**config.mk**
```make
export PLATFORM = sky130hd
export DESIGN_NAME = cdb_arbiter_flat
export DESIGN_NICKNAME = d
export VERILOG_FILES = /design/src/rtl/rv32i_types.sv /design/src/rtl/cdb_arbiter_if.sv /design/src/rtl/cdb_port_fifo.sv /design/src/rtl/cdb_arbiter.sv /design/src/flat_wrapper.sv
export SDC_FILE = /design/constraint.sdc
export NUM_CORES = 2
export LEC_CHECK = 0
export CORE_MARGIN = 2
export CORE_UTILIZATION = 30
export CTS_BUF_LIST = sky130_fd_sc_hd__clkbuf_2
export CTS_CLUSTER_SIZE = 12
export DETAILED_ROUTE_END_ITERATION = 12
export HOLD_SLACK_MARGIN = 0.02
export PLACE_DENSITY = 0.45
export REMOVE_ABC_BUFFERS = 1
export SYNTH_ARGS = -nofsm -noshare
export SYNTH_HDL_FRONTEND = slang
export SYNTH_SLANG_ARGS = --single-unit
```
**constraint.sdc**
```tcl
create_clock -name clk -period 14.45 [get_ports clk]
set_input_delay 1.445 -clock clk [delete_from_list [all_inputs] [get_ports clk]]
set_output_delay 1.445 -clock clk [all_outputs]
set_load 0.01 [all_outputs]
```
**src/rtl/rv32i_types.sv**
```systemverilog
// Shared types for the writeback / common-data-bus path.
//   fu_result_t : one completed result as produced by a functional unit and
//                 broadcast on a CDB lane (ROB tag, physical/arch dest, value,
//                 retirement-trace payload).
//   fu_id_e     : identity of each FU result port, also its port index.
package rv32i_types;

   localparam int ROB_ID_W = 5;
   localparam int PREG_W   = 6;
   localparam int AREG_W   = 5;

   // Retirement trace payload carried alongside each result.
   typedef struct packed {
      logic        valid;
      logic [15:0] order;
      logic [31:0] pc;
   } rvfi_t;

   typedef struct packed {
      logic [ROB_ID_W-1:0] rob_id;
      logic [PREG_W-1:0]   pd;
      logic [AREG_W-1:0]   rd;
      logic [31:0]         value;
      rvfi_t               rvfi;
   } fu_result_t;

   typedef enum logic [1:0] {
      FU_ALU = 2'd0,
      FU_MUL = 2'd1,
      FU_DIV = 2'd2,
      FU_LSU = 2'd3
   } fu_id_e;

endpackage

```
**src/rtl/cdb_arbiter_if.sv**
```systemverilog
// Bundle between the functional units and the CDB arbiter.
//   fu_valid/fu_ready/fu_result : per-FU result handshake (FU -> arbiter)
//   cdb_valid/cdb_out           : registered broadcast lanes (arbiter -> ROB/RS/PRF)
//   fu_occupancy                : per-port FIFO fill level for perf counters
//   rr_ptr                      : round-robin start index, exposed for observation
// Handshake: a result on port i transfers at a rising edge where fu_valid[i]
// and fu_ready[i] are both high. fu_ready never depends on fu_valid in the same
// cycle; an FU may hold or withdraw fu_valid freely while fu_ready is low.
interface cdb_arbiter_if #(
   parameter int SS         = 2,
   parameter int N_FU       = 4,
   parameter int FIFO_DEPTH = 4
);
   import rv32i_types::*;

   localparam int CW = $clog2(FIFO_DEPTH + 1);
   localparam int IW = $clog2(N_FU);

   logic       [N_FU-1:0]         fu_valid;
   logic       [N_FU-1:0]         fu_ready;
   fu_result_t [N_FU-1:0]         fu_result;
   logic       [SS-1:0]           cdb_valid;
   fu_result_t [SS-1:0]           cdb_out;
   logic       [N_FU-1:0][CW-1:0] fu_occupancy;
   logic       [IW-1:0]           rr_ptr;

   // FU side
   modport master (
      output fu_valid, fu_result,
      input  fu_ready, cdb_valid, cdb_out, fu_occupancy, rr_ptr
   );

   // Arbiter side
   modport slave (
      input  fu_valid, fu_result,
      output fu_ready, cdb_valid, cdb_out, fu_occupancy, rr_ptr
   );

endinterface

```
**src/rtl/cdb_port_fifo.sv**
```systemverilog
// Small per-port result FIFO.
//   clk, rst  : clock, asynchronous active-low reset
//   push_i    : write din_i (ignored when full or flushing)
//   pop_i     : drop the head (ignored when empty or flushing)
//   flush_i   : empty the FIFO; wins over push and pop in the same cycle
//   din_i     : entry to write
//   head_o    : oldest entry; meaningless while count_o == 0
//   count_o   : number of valid entries
// Storage is not reset; only pointers and count are.
module cdb_port_fifo
   import rv32i_types::*;
#(
   parameter int  DEPTH = 4,
   parameter type T     = fu_result_t
) (
   input  logic                       clk,
   input  logic                       rst,
   input  logic                       push_i,
   input  logic                       pop_i,
   input  logic                       flush_i,
   input  T                           din_i,
   output T                           head_o,
   output logic [$clog2(DEPTH+1)-1:0] count_o
);

   localparam int PW = $clog2(DEPTH);
   localparam int CW = $clog2(DEPTH + 1);

   T              mem_q [DEPTH];
   logic [PW-1:0] wr_ptr_q, wr_ptr_d;
   logic [PW-1:0] rd_ptr_q, rd_ptr_d;
   logic [CW-1:0] count_q, count_d;
   logic          do_push;
   logic          do_pop;

   assign do_push = push_i && !flush_i && (count_q != CW'(DEPTH));
   assign do_pop  = pop_i  && !flush_i && (count_q != '0);

   always_comb begin
      wr_ptr_d = wr_ptr_q;
      rd_ptr_d = rd_ptr_q;
      count_d  = count_q;
      if (flush_i) begin
         wr_ptr_d = '0;
         rd_ptr_d = '0;
         count_d  = '0;
      end else begin
         // Pointers are exactly log2(DEPTH) wide, so +1 wraps on its own.
         if (do_push) wr_ptr_d = wr_ptr_q + PW'(1);
         if (do_pop)  rd_ptr_d = rd_ptr_q + PW'(1);
         count_d = count_q + CW'(do_push) - CW'(do_pop);
      end
   end

   always_ff @(posedge clk or negedge rst) begin
      if (!rst) begin
         wr_ptr_q <= '0;
         rd_ptr_q <= '0;
         count_q  <= '0;
      end else begin
         wr_ptr_q <= wr_ptr_d;
         rd_ptr_q <= rd_ptr_d;
         count_q  <= count_d;
      end
   end

   always_ff @(posedge clk) begin
      if (do_push) mem_q[wr_ptr_q] <= din_i;
   end

   assign head_o  = mem_q[rd_ptr_q];
   assign count_o = count_q;

endmodule

```
**src/rtl/cdb_arbiter.sv**
```systemverilog
// Writeback-stage CDB arbiter. Buffers completed results from N_FU ports in
// per-port FIFOs and broadcasts up to SS of them per cycle on registered lanes.
//   clk   : clock
//   rst   : asynchronous active-low reset
//   flush : mispredict flush, drops everything buffered and in flight
//   bus   : FU handshakes, CDB lanes, occupancy and rr_ptr (cdb_arbiter_if.slave)
// Ports are served round-robin starting at rr_ptr; after any grant rr_ptr
// moves one past the last granted port, so no non-empty port is skipped for
// more than ceil(N_FU/SS) grant cycles.
module cdb_arbiter
   import rv32i_types::*;
#(
   parameter int SS         = 2,
   parameter int N_FU       = 4,
   parameter int FIFO_DEPTH = 4
) (
   input  logic         clk,
   input  logic         rst,
   input  logic         flush,
   cdb_arbiter_if.slave bus
);

   localparam int CW = $clog2(FIFO_DEPTH + 1);
   localparam int IW = $clog2(N_FU);
   localparam int LW = (SS > 1) ? $clog2(SS) : 1;

   logic       [N_FU-1:0][CW-1:0] count;
   fu_result_t [N_FU-1:0]         head;
   logic       [N_FU-1:0]         ready;
   logic       [N_FU-1:0]         push;
   logic       [N_FU-1:0]         grant;

   logic       [IW-1:0]           rr_ptr_q, rr_ptr_d;
   logic       [SS-1:0]           cdb_valid_q, cdb_valid_d;
   fu_result_t [SS-1:0]           cdb_out_q, cdb_out_d;

   // Ready looks only at the registered count: a full FIFO that is popped
   // this cycle still refuses the push.
   always_comb begin
      for (int i = 0; i < N_FU; i++) begin
         ready[i] = !flush && (count[i] < CW'(FIFO_DEPTH));
      end
   end

   assign push = bus.fu_valid & ready;

   for (genvar g = 0; g < N_FU; g++) begin : g_port
      cdb_port_fifo #(
         .DEPTH (FIFO_DEPTH),
         .T     (fu_result_t)
      ) u_fifo (
         .clk     (clk),
         .rst     (rst),
         .push_i  (push[g]),
         .pop_i   (grant[g]),
         .flush_i (flush),
         .din_i   (bus.fu_result[g]),
         .head_o  (head[g]),
         .count_o (count[g])
      );
   end

   // Scan ports from rr_ptr; each non-empty port takes the next free lane.
   always_comb begin
      int            idx_i;
      int            lanes;
      int            last;
      logic [IW-1:0] idx_v;
      logic [LW-1:0] lane_v;
      grant       = '0;
      cdb_valid_d = '0;
      cdb_out_d   = cdb_out_q;
      rr_ptr_d    = rr_ptr_q;
      idx_i       = 0;
      lanes       = 0;
      last        = 0;
      idx_v       = '0;
      lane_v      = '0;
      for (int k = 0; k < N_FU; k++) begin
         idx_i = int'(rr_ptr_q) + k;
         if (idx_i >= N_FU) idx_i = idx_i - N_FU;
         idx_v  = IW'(idx_i);
         lane_v = LW'(lanes);
         if ((count[idx_v] != '0) && (lanes < SS)) begin
            grant[idx_v]        = 1'b1;
            cdb_valid_d[lane_v] = 1'b1;
            cdb_out_d[lane_v]   = head[idx_v];
            lanes               = lanes + 1;
            last                = idx_i;
         end
      end
      if (lanes != 0) begin
         rr_ptr_d = (last == N_FU - 1) ? '0 : IW'(last + 1);
      end
   end

   // Flush cancels this cycle's grants: the FIFOs ignore the pops, so the
   // lanes and rr_ptr must not advance either. Idle lanes keep their payload.
   always_ff @(posedge clk or negedge rst) begin
      if (!rst) begin
         rr_ptr_q    <= '0;
         cdb_valid_q <= '0;
         cdb_out_q   <= '0;
      end else if (flush) begin
         cdb_valid_q <= '0;
      end else begin
         rr_ptr_q    <= rr_ptr_d;
         cdb_valid_q <= cdb_valid_d;
         cdb_out_q   <= cdb_out_d;
      end
   end

   assign bus.fu_ready     = ready;
   assign bus.cdb_valid    = cdb_valid_q;
   assign bus.cdb_out      = cdb_out_q;
   assign bus.fu_occupancy = count;
   assign bus.rr_ptr       = rr_ptr_q;

endmodule

```
**src/flat_wrapper.sv**
```systemverilog
// flat-port wrapper written by rule: the top's interface ports become plain ports
module cdb_arbiter_flat import rv32i_types::*;
#(
   parameter int SS         = 2,
   parameter int N_FU       = 4,
   parameter int FIFO_DEPTH = 4
)
  (clk, rst, flush, bus_fu_valid, bus_fu_result, bus_fu_ready, bus_cdb_valid, bus_cdb_out, bus_fu_occupancy, bus_rr_ptr);
  cdb_arbiter_if #(.SS(SS), .N_FU(N_FU), .FIFO_DEPTH(FIFO_DEPTH)) bus_i ();
  input  logic clk;
  input  logic rst;
  input  logic flush;
  input wire logic [$bits(bus_i.fu_valid)-1:0] bus_fu_valid;
  input wire logic [$bits(bus_i.fu_result)-1:0] bus_fu_result;
  output wire logic [$bits(bus_i.fu_ready)-1:0] bus_fu_ready;
  output wire logic [$bits(bus_i.cdb_valid)-1:0] bus_cdb_valid;
  output wire logic [$bits(bus_i.cdb_out)-1:0] bus_cdb_out;
  output wire logic [$bits(bus_i.fu_occupancy)-1:0] bus_fu_occupancy;
  output wire logic [$bits(bus_i.rr_ptr)-1:0] bus_rr_ptr;
  assign bus_i.fu_valid = bus_fu_valid;
  assign bus_i.fu_result = bus_fu_result;
  assign bus_fu_ready = bus_i.fu_ready;
  assign bus_cdb_valid = bus_i.cdb_valid;
  assign bus_cdb_out = bus_i.cdb_out;
  assign bus_fu_occupancy = bus_i.fu_occupancy;
  assign bus_rr_ptr = bus_i.rr_ptr;
  cdb_arbiter #(.SS(SS), .N_FU(N_FU), .FIFO_DEPTH(FIFO_DEPTH)) u_core (.clk(clk), .rst(rst), .flush(flush), .bus(bus_i));
endmodule
```
==> summary.md <==
| Metric | Value |
|---|---|
| Status | complete, no violations |
| Asr flop ratio synth | 12.7% |
| Synth area leaders | edfxtp_1 56%, mux4_2 7.9%, dfrtp_1 6.8% |
| Seq cells post-synth | 1778 |
| Synthesized instance count | 5372 |
| Hold Buf Count CTS | 302 |
| Postcts setup bufs | 0 |
| Vias in the first global route | 59300 |
| Synth top area share | 56.4% |
| CP delay by family, top | adder cells |
| Minimum clock period | 7.57 ns |
| Switching power | 10900 uW |
| GP Congestion | 0.815 |
| Post-synth top area cell | edfxtp_1 |
| Row cnt | 192 |
| Sequential share of the synthesized area | 63.2% |
| Fillcell total | 26300 |
| CTS tree | built |
| Die X | 529 um |
| Ys flop type | edfxtp_1 |
| IO Count | 609 |
| Max IR drop VDD | 0.000323 V |
| H-tree lvl count | 5 |
| Crit-path max FO | 48 |
| CP required | 16.15 ns |
| Final Max Tran Viols | 0 |
| Clock Pin Slew Worst Setup and Hold Paths | 0.10 ns |
| Unrepaired setup endpoints after global routing | false |
| Critical path class | reg2reg |
| DR pass1 iterations | 8 |
| Die Area | 280000 um2 |
| Post-CTS resize count | 0 |
| Slew headroom | 6.79% |
| Highest clock rate | 132 MHz |
| Layout cells sized above 1 | 22.2% |
| Syn. warnings | 0 |
| Routed vias | 59400 |
| EDFF count, synth | 1552 |
| Port bufs | 608 |
| CP max stage delay | 1.06 ns |
| Internal power | 11900 uW |
| Total CTS buffers | 485 |
| CP startpoint kind | flip-flop |
| Crit. End Element | flip-flop |
| Synthesized cell area | 82700 um2 |
| PD cells | 227 nW/um2 |
| Initial antenna violation count | 61 |
| First-pass GRT wire length | 461 mm |
| Sinks on Clock Net | 1778 |
| Pleak | 0.0331 uW |
| Core area | 274000 um2 |
| Root buf cell | clkbuf_2 |
| Bufs and invs on worst path | 5 |
| Critical path arrival | 9.28 ns |
| Comb pwr share | 53.8% |
| Total Routing Usage GR | 23.2% |
| Area post-placement | 92700 um2 |
| Most frequent cells in the layout | 1552 x edfxtp_1, 736 x clkbuf_2, 606 x clkdlybuf4s50_1 |
| WL final | 335 mm |
| Clk network pwr share | 16.3% |
| Pwr Total | 22800 uW |
| Vias per std cell | 5.70 |
| Crit path cell chain | inv_4 -> ha_4 -> clkinv_2 -> mux4_2 -> ha_1 -> inv_1 -> o21a_1 -> fa_1 -> nor4_2 -> o21ai_0 -> a31oi_1 -> and2_1 -> ha_1 -> inv_1 -> ha_1 -> inv_1 -> fa_1 -> xor2_1 -> xnor2_1 -> nor2_1 |
| Clock Latency Late Sink | 2.00 ns |
| CTS Buffer Depth | 4 |
| Pin count of the biggest net entering global routing | 176 |
| DR WL/cell | 32.1 um |
| Slowest-stage cell, CP | dfrtp_4 |
| Detailed placement HPWL | 204 mm |
| Distinct cell type count after synthesis | 68 |
| DRC | 0 |
| Slew @ Worst Pin | 1.39 ns |
| Grt total ovfl | 0 |
| Most common cell after layout, fill and taps aside | edfxtp_1 |
| Area growth, synth to finish | 21.2% |
| Routed Antenna Nets | 0 |
| Worst Hold Class | in2reg |
| Final net count | 6864 |
| Tcrit/Tclk final | 52.4% |
| Maxcap violations | 0 |
| Sw frac | 47.8% |
| Clock skew | 0.179 ns |
| Initial Util | 30.2% |
| Setup violations, final | 0 |
| Sequential power share | 30.0% |
| DIE HEIGHT | 529 um |
| Syn Area/Cell | 15.4 um2 |
| Initial DRC count | 6443 |
| Finished Cell Area | 100000 um2 |
| Final hold viol count | 0 |
## layer usage
metal | up-vias | share of wire, % | track usage, %
met1 | 30800 | 42 | 31.1
li1 | 24800 | - | -
met4 | 32 | 4.1 | 9.63
met3 | 706 | 7.7 | 4.78
met5 | - | 0.062 | 0
met2 | 3097 | 46 | 36.5
## layout make-up
class | instances | area [um2] | share of cell area (%)
flip-flops and latches | 1778 | 52300 | 52.2
multi-input cells | 3083 | 28700 | 28.6
repair buffers | 1029 | 10100 | 10.1
well taps | 3589 | 4490 | 4.48
clock buffers | 736 | 3680 | 3.67
clock inverters | 151 | 803 | 0.801
inverters | 49 | 198 | 0.197
diodes | 14 | 35.0 | 0.0349
## path summary, 6_finish.rpt
| path | startpoint | endpoint | slack [ns] | cells past startpoint |
|---|---|---|---|---|
| min in group asynchronous | rst | u_core.bus.cdb_out[127] | 0.73 | 3 |
| setup reg to reg | u_core.bus.rr_ptr[0] | u_core.g_port[3].u_fifo.count_o[2] | 6.88 | 20 |
| setup / recovery | u_core.bus.rr_ptr[0] | u_core.g_port[3].u_fifo.count_o[2] | 6.88 | 20 |
| hold / removal | bus_fu_result[286] | u_core.g_port[2].u_fifo.mem_q[2][92] | 0.25 | 1 |
| max in group asynchronous | rst | u_core.bus.cdb_out[11] | 11.45 | 5 |
| hold reg to reg | u_core.bus.cdb_out[161] | u_core.bus.cdb_out[161] | 0.55 | 2 |
## power groups by stage
stage | registers, uW | logic, uW | clock network, uW
6_report | 6820 | 12200 | 3700
5_1_grt | 6860 | 12900 | 4110
4_1_cts | 6820 | 12100 | 3850
3_5_place_dp | 6930 | 12000 | 0
3_3_place_gp | 6920 | 11800 | 0
2_1_floorplan | 6930 | 6950 | 0
## flip-flops by register name, summed over array words and instances, names as in the netlist
register and cells:
u_core.bus.rr_ptr 2, u_core.g_port.u_fifo.wr_ptr_q 8, u_core.g_port.u_fifo.mem_q 1552, u_core.g_port.u_fifo.rd_ptr_q 8, u_core.bus.cdb_valid 2, u_core.bus.cdb_out 194
u_core.g_port.u_fifo.count_o 12
## cells by family (layout without fill, tap and decap cells)
family / Yosys count / after routing / synth area share (%)
compound gates: 1555 / 1555 / 13.6
flops: 1778 / 1778 / 63.2
other cells: 0 / 14 / 0
mux: 1044 / 1044 / 17.4
fa+ha+maj: 43 / 43 / 0.696
simple gates: 421 / 421 / 2.41
buf+inv: 511 / 1965 / 2.54
xor+xnor: 20 / 20 / 0.212
## stage by stage
| step | utilization, % | TNS, ns | std cells | hold slack (ns) | setup WS (ns) |
|---|---|---|---|---|---|
| detailed placement | 33.9 | 0 | 9226 | 0.531 | 7.00 |
| global route | 36.6 | 0 | 10400 | 0.0372 | 6.41 |
| CTS | 36.6 | 0 | 10400 | 0.0222 | 6.94 |
| global placement | 33.9 | 0 | 9226 | 0.515 | 7.10 |
| floorplan | - | -83.16 | 4910 | 0.549 | -1.49 |
| finish | 36.6 | 0 | 10400 | 0.248 | 6.88 |
## cell usage after synthesis (all sizes together), types with 5 or more instances
library cell     n
a211oi          46
a21oi          249
or4              6
fa               5
o22a            36
a221oi         152
o211ai          26
clkbuf         285
and3            45
nor4             8
nor2           132
ha              38
nor3             9
o22ai          132
edfxtp        1552
a221o           51
a21o            34
nor2b           39
a31oi           12
o21ai          272
and2            11
o21a            58
mux4           289
inv             49
buf            177
or3              7
xnor2           16
mux2           233
mux2i          522
a211o            5
o41ai           15
a222oi         139
a22o            48
dfrtp          226
a22oi          207
o221ai          63
nand2          143
Note: power is estimated with default switching activity, not from simulation.
